**src/rtl/ysyx_23060072_lsu_stage.sv**
```systemverilog
// Memory-access pipeline stage: effective address, aligned byte/half/word bus access over req/gnt/rvalid,
// load extension and a registered writeback triple, with a saturating watchdog on stuck accesses.
module ysyx_23060072_lsu_stage #(
  parameter int TIMEOUT_CYCLES = 255
) (
  input  logic        clk,
  input  logic        rst_n,
  input  logic        wb_flag_i,
  input  logic [4:0]  wb_addr_i,
  input  logic        load_flag_i,
  input  logic        store_flag_i,
  input  logic [1:0]  LSU_type_i,
  input  logic        LSU_signed_i,
  input  logic [31:0] operand_a_i,
  input  logic [31:0] operand_b_i,
  input  logic [31:0] operand_imm_i,
  input  logic [31:0] wb_data_ex_i,
  output logic        mem_req_o,
  output logic        mem_we_o,
  output logic [31:0] mem_addr_o,
  output logic [3:0]  mem_wstrb_o,
  output logic [31:0] mem_wdata_o,
  input  logic        mem_gnt_i,
  input  logic        mem_rvalid_i,
  input  logic [31:0] mem_rdata_i,
  output logic        lsu_hold_flag_o,
  output logic        misalign_o,
  output logic        bus_err_o,
  output logic        wb_flag_o,
  output logic [4:0]  wb_addr_o,
  output logic [31:0] wb_data_o
);

  localparam logic [1:0] S_IDLE = 2'b00;
  localparam logic [1:0] S_REQ  = 2'b01;
  localparam logic [1:0] S_WAIT = 2'b10;

  localparam int CW = $clog2(TIMEOUT_CYCLES + 2);
  localparam logic [CW-1:0] CNT_LIMIT = CW'(TIMEOUT_CYCLES - 1);
  localparam logic [CW-1:0] CNT_MAX   = '1;
  localparam bit WDOG_EN = (TIMEOUT_CYCLES != 0);

  logic [1:0]    r_state;
  logic [CW-1:0] r_cnt;
  logic [31:0]   r_addr;
  logic [31:0]   r_wdata;
  logic [3:0]    r_strb;
  logic          r_we;
  logic          r_signed;
  logic [1:0]    r_type;
  logic [1:0]    r_off;
  logic          r_wb_flag;
  logic [4:0]    r_wb_addr;
  logic          r_misalign;
  logic          r_wb_flag_o;
  logic [4:0]    r_wb_addr_o;
  logic [31:0]   r_wb_data_o;

  logic [31:0] w_ea;
  logic        w_memop;
  logic        w_misaligned;
  logic [3:0]  w_strb;
  logic [31:0] w_wdata;
  logic        w_in_idle;
  logic        w_in_req;
  logic        w_in_wait;
  logic        w_issue;
  logic        w_done;
  logic        w_timeout;
  logic [7:0]  w_byte;
  logic [15:0] w_half;
  logic [31:0] w_load_data;

  assign w_ea      = operand_a_i + operand_imm_i;
  assign w_memop   = load_flag_i | store_flag_i;
  assign w_in_idle = (r_state == S_IDLE);
  assign w_in_req  = (r_state == S_REQ);
  assign w_in_wait = (r_state == S_WAIT);
  assign w_issue   = w_in_idle & w_memop & ~w_misaligned;

  // Reserved type 2'b11 falls into the word case for alignment, strobes and data.
  always_comb begin
    w_misaligned = 1'b0;
    w_strb       = 4'b1111;
    w_wdata      = operand_b_i;
    case (LSU_type_i)
      2'b00: begin
        w_strb  = 4'b0001 << w_ea[1:0];
        w_wdata = {4{operand_b_i[7:0]}};
      end
      2'b01: begin
        w_misaligned = w_ea[0];
        w_strb       = w_ea[1] ? 4'b1100 : 4'b0011;
        w_wdata      = {2{operand_b_i[15:0]}};
      end
      default: w_misaligned = (w_ea[1:0] != 2'b00);
    endcase
  end

  always_comb begin
    case (r_off)
      2'b00:   w_byte = mem_rdata_i[7:0];
      2'b01:   w_byte = mem_rdata_i[15:8];
      2'b10:   w_byte = mem_rdata_i[23:16];
      default: w_byte = mem_rdata_i[31:24];
    endcase
  end

  assign w_half = r_off[1] ? mem_rdata_i[31:16] : mem_rdata_i[15:0];

  always_comb begin
    case (r_type)
      2'b00:   w_load_data = {{24{r_signed & w_byte[7]}}, w_byte};
      2'b01:   w_load_data = {{16{r_signed & w_half[15]}}, w_half};
      default: w_load_data = mem_rdata_i;
    endcase
  end

  // A completion in the same cycle as the limit takes precedence over the abort.
  assign w_done    = (w_in_req & mem_gnt_i & r_we) | (w_in_wait & mem_rvalid_i);
  assign w_timeout = WDOG_EN && (w_in_req || w_in_wait) && (r_cnt == CNT_LIMIT) && !w_done;

  assign lsu_hold_flag_o = rst_n & ~w_timeout &
                           (w_issue | (w_in_req & ~(mem_gnt_i & r_we)) | (w_in_wait & ~mem_rvalid_i));
  assign mem_req_o   = w_in_req;
  assign bus_err_o   = w_timeout;
  assign misalign_o  = r_misalign;
  assign mem_we_o    = r_we;
  assign mem_addr_o  = r_addr;
  assign mem_wstrb_o = r_strb;
  assign mem_wdata_o = r_wdata;
  assign wb_flag_o   = r_wb_flag_o;
  assign wb_addr_o   = r_wb_addr_o;
  assign wb_data_o   = r_wb_data_o;

  always_ff @(posedge clk or negedge rst_n) begin
    if (!rst_n) begin
      r_state   <= S_IDLE;
      r_cnt     <= '0;
      r_addr    <= '0;
      r_wdata   <= '0;
      r_strb    <= '0;
      r_we      <= 1'b0;
      r_signed  <= 1'b0;
      r_type    <= '0;
      r_off     <= '0;
      r_wb_flag <= 1'b0;
      r_wb_addr <= '0;
    end else begin
      case (r_state)
        S_IDLE: begin
          if (w_issue) begin
            r_addr    <= {w_ea[31:2], 2'b00};
            r_we      <= store_flag_i;
            r_strb    <= w_strb;
            r_wdata   <= w_wdata;
            r_signed  <= LSU_signed_i;
            r_type    <= LSU_type_i;
            r_off     <= w_ea[1:0];
            r_wb_flag <= wb_flag_i;
            r_wb_addr <= wb_addr_i;
            r_cnt     <= '0;
            r_state   <= S_REQ;
          end
        end
        S_REQ: begin
          if (w_timeout)      r_state <= S_IDLE;
          else if (mem_gnt_i) r_state <= r_we ? S_IDLE : S_WAIT;
        end
        S_WAIT: begin
          if (mem_rvalid_i || w_timeout) r_state <= S_IDLE;
        end
        default: r_state <= S_IDLE;
      endcase
      if ((w_in_req || w_in_wait) && (r_cnt != CNT_MAX)) r_cnt <= r_cnt + CW'(1);
    end
  end

  // Writeback registers: pass-through for ALU ops, load result on completion, bubble otherwise.
  always_ff @(posedge clk or negedge rst_n) begin
    if (!rst_n) begin
      r_misalign  <= 1'b0;
      r_wb_flag_o <= 1'b0;
      r_wb_addr_o <= '0;
      r_wb_data_o <= '0;
    end else begin
      r_misalign <= w_in_idle & w_memop & w_misaligned;
      if (w_in_idle && !w_memop) begin
        r_wb_flag_o <= wb_flag_i;
        r_wb_addr_o <= wb_addr_i;
        r_wb_data_o <= wb_data_ex_i;
      end else if (w_in_wait && mem_rvalid_i) begin
        r_wb_flag_o <= r_wb_flag;
        r_wb_addr_o <= r_wb_addr;
        r_wb_data_o <= w_load_data;
      end else begin
        r_wb_flag_o <= 1'b0;
      end
    end
  end

endmodule
```
**config.mk**
```make
export PLATFORM = sky130hd
export DESIGN_NAME = ysyx_23060072_lsu_stage
export DESIGN_NICKNAME = d
export VERILOG_FILES = /design/src/rtl/ysyx_23060072_lsu_stage.sv
export SDC_FILE = /design/constraint.sdc
export NUM_CORES = 1
export LEC_CHECK = 0
export CORE_ASPECT_RATIO = 1.4
export CORE_UTILIZATION = 42
export CTS_BUF_LIST = sky130_fd_sc_hd__clkbuf_4 sky130_fd_sc_hd__clkbuf_8
export DETAILED_ROUTE_END_ITERATION = 8
export PLACE_DENSITY_LB_ADDON = 0.25
export RECOVER_POWER = 50
export SLEW_MARGIN = 10
export SYNTH_ARGS = -nofsm -noshare
export SYNTH_HDL_FRONTEND = slang
export SYNTH_SLANG_ARGS = --single-unit
```
**constraint.sdc**
```tcl
create_clock -name clk -period 2.1 [get_ports clk]
set_input_delay 0.315 -clock clk [delete_from_list [all_inputs] [get_ports clk]]
set_output_delay 0.315 -clock clk [all_outputs]
set_load 0.02 [all_outputs]
```
==> metrics.cfg <==
[detailed_routing]
first_pass_iters=4
initialDrtViolationCount=531
detail-route-antenna-nets=0
routed_via_density=5.31
routed_wl_mm=27.8
drc=0
vias=8536
drt-wirelength-per-cell_um=17.2

[synth]
yosysUniqueCellTypes=73
ys_top_cells_by_count=220 x nand2_1, 132 x o21ai_0, 128 x dfrtp_1
yosysTopAreaCellShare_pct=40.1
synth.cell_area_um2=7980
ys_seq_area_share_pct=40.1
synthTopCellsByArea=dfrtp_1 40%, nand2_1 10%, o21ai_0 8.3%
yosys_warnings=0
avgSynthCellArea_um2=8.35
ys.flop_type=dfrtp_1
synth_area_leader_cell=dfrtp_1
ys_ff_latch=128
yosysMostFrequentCell=nand2_1
syn_inst=956
async_flop_share_pct=100
synth-edff-count=0

[flow_run]
cap_violations=0

[final_layout]
fillers=1490
multi_input_area_um2=5010
antenna_cells=0
synthToLayoutAreaGrowth_pct=62.5
nets=1565
regArea_um2=3200
final_core_util_pct=69.7
drive_gt1_share_pct=20.4
post-route-cell-area_um2=13000

[power_and_ir_drop]
ir_drop_v=0.000533
finalPower_mw=14.6
powerDensity_nw_per_um2=1120
leakage_nw=5.84

[worst_setup_path]
required_ns=1.78
cp_slowest_cell=dfrtp_1
cp.arrival_ns=2.02
worst-path-max-fanout=3
cp-start-kind=flop
crit_chain=ha_4, and2_4, nor3b_2, nand4_1, a311oi_4, nor3b_2, buf_4
cp_slowest_stage_delay_ns=0.43
path_common_cell=nor3b_2
crit_start=r_state[1]
path_class=reg -> out
worst_setup_path_end_kind=output port
r2r-start=r_cnt[0]

[floorplanning]
die_w_um=118
core_um2=18600
rows=59
start_util_pct=42.9
fp.dieArea_um2=19600
die_y_um=165
io_pins=286

[timing]
fin_crit_ns=2.33
slew_violations=0
fin_crit_sh_pct=111
worst_slew_pin_slew_ns=1.26
relSlewSlack_pct=15.7
final_hold_viol_count=0
clock_skew_ns=0.0149
finalSetupViolations=19
hold_ws_ns=0.406
rsz0062_at_grt=true
max_freq_mhz=429
setup_slack_ns=-0.231

[place]
portBuffers=283
placed_cell_area_um2=12000
dp_hpwl_mm=19.9
gp_congestion=0.916

[outcome]
outcome=finished with violations
violations=negative setup slack

[clock_network]
cts_tree=done
clock_latency_ns=0.45
cts_made_buffers=17
h-tree-depth=4
clock_path_buffers=2
clkSinkCount=128
clockRootBuffer=clkbuf_8
path_clk_slew_ns=0.07

[global_route]
grt_pass1_vias=8526
antenna_found_initial=0
grt_usage_pct=28.2
grt_max_degree=129
grt.overflow.total=0
grt_pass1_wl_mm=43.0

[hold_path]
holdCritStartpoint=LSU_signed_i
worstHoldPathType=in -> reg

## flip-flops by register name, indices dropped and copies added (netlist names)
| register | cells |
|---|---|
| mem_wstrb_o | 4 |
| misalign_o | 1 |
| mem_addr_o | 30 |
| r_type | 2 |
| r_signed | 1 |
| r_off | 2 |
| mem_we_o | 1 |
| mem_wdata_o | 32 |
| wb_flag_o | 1 |
| r_wb_addr | 5 |
| wb_data_o | 32 |
| wb_addr_o | 5 |
| r_cnt | 9 |
| r_state | 2 |
| r_wb_flag | 1 |
## final cells by class
cell class	instances	area share [%]
timing repair buffer	435	30.7
clock buffer	19	1.97
inverter	16	0.463
clock inverter	13	1.18
sequential	128	24.7
tap	244	2.35
multi-input combinational	754	38.7
## final timing paths
kind / endpoint / slack [ns] / cells past startpoint
setup / recovery: lsu_hold_flag_o / -0.23 / 7
hold / removal: r_signed / 0.41 / 3
setup reg to reg: r_cnt[7] / 0.02 / 9
hold reg to reg: mem_wdata_o[5] / 0.48 / 2
max in group asynchronous: mem_addr_o[7] / 0.43 / 3
min in group asynchronous: wb_data_o[23] / 0.76 / 3
## cells by family after synthesis
kind of cell	Yosys count	synth area share (%)
buf+inv	75	4.09
fa+ha+maj	38	6.05
xor+xnor	22	2.41
compound gates	298	23.2
flops	128	40.1
simple gates	359	19.5
mux	35	4.56
other cells	1	0.0470
## stage by stage
stage / std cells / setup WS (ns) / setup TNS [ns]
after global routing: 1609 / -0.349 / -5.42
after global placement: 1558 / -0.952 / -59.97
after floorplan: 957 / -0.243 / -0.698
final: 1609 / -0.231 / -1.01
after detailed placement: 1558 / -0.989 / -63.30
after CTS: 1605 / -0.272 / -0.532
## metal layers
layer / wire length [um] / vias up / global-route usage [%] / part of all wire, %
li1: - / 4164 / - / -
met1: 10500 / 4010 / 31.1 / 38
met2: 14500 / 291 / 51.4 / 52
met3: 1610 / 71 / 6.22 / 5.8
met4: 1110 / 0 / 13.5 / 4.0
met5: 0 / - / 0 / 0
## critical path: cells and delay by family, from the launching register on
family / cells / cell delay, ns
AOI/OAI and AO/OA: 1 / 0.29
adders and majority gates: 1 / 0.18
buffers and inverters: 1 / 0.16
DFF: 1 / 0.43
and+or+nand+nor: 4 / 0.51
## what timing repair did
action	in CTS	in global routing
setup buffers	16	4
setup endpoints to repair	85	65
hold buffers	1	0
gates resized for setup	91	53
endpoints found under the hold margin	2	0
pin swaps	38	22
## layout by cell type (no fill, tap or decap), types with 5 or more instances in the layout
cell | Yosys | routed
xnor2_1 | 11 | 11
nand3_1 | 18 | 15
dlygate4sd3_1 | 0 | 30
buf_4 | 6 | 140
o21ai_0 | 132 | 126
nor2_1 | 52 | 48
a221oi_1 | 7 | 7
a211oi_1 | 8 | 7
a21o_1 | 23 | 23
and3_1 | 6 | 5
clkdlybuf4s50_1 | 0 | 208
nand2b_1 | 6 | 5
nor3_1 | 10 | 8
o21ai_1 | 6 | 10
dfrtp_1 | 128 | 128
ha_1 | 37 | 14
inv_1 | 16 | 14
dlymetal6s2s_1 | 0 | 13
xor2_1 | 11 | 10
o31ai_1 | 6 | 6
nor3b_2 | 1 | 5
dlygate4sd2_1 | 0 | 26
nand2_1 | 220 | 219
a21oi_1 | 64 | 54
nor2b_1 | 10 | 7
a21oi_2 | 4 | 9
o21a_1 | 5 | 5
nor2_2 | 1 | 5
clkbuf_8 | 0 | 18
nand4_1 | 11 | 11
buf_6 | 2 | 5
mux2i_1 | 33 | 33
a21oi_4 | 0 | 5
ha_4 | 0 | 23
## power breakdown
part	internal, mW	total [mW]	switching [mW]
clock network	1.12	2.20	1.08
logic	3.73	8.07	4.34
registers	3.60	4.29	0.693
total	8.45	14.6	6.11
Power figures use the tool's default switching activity.
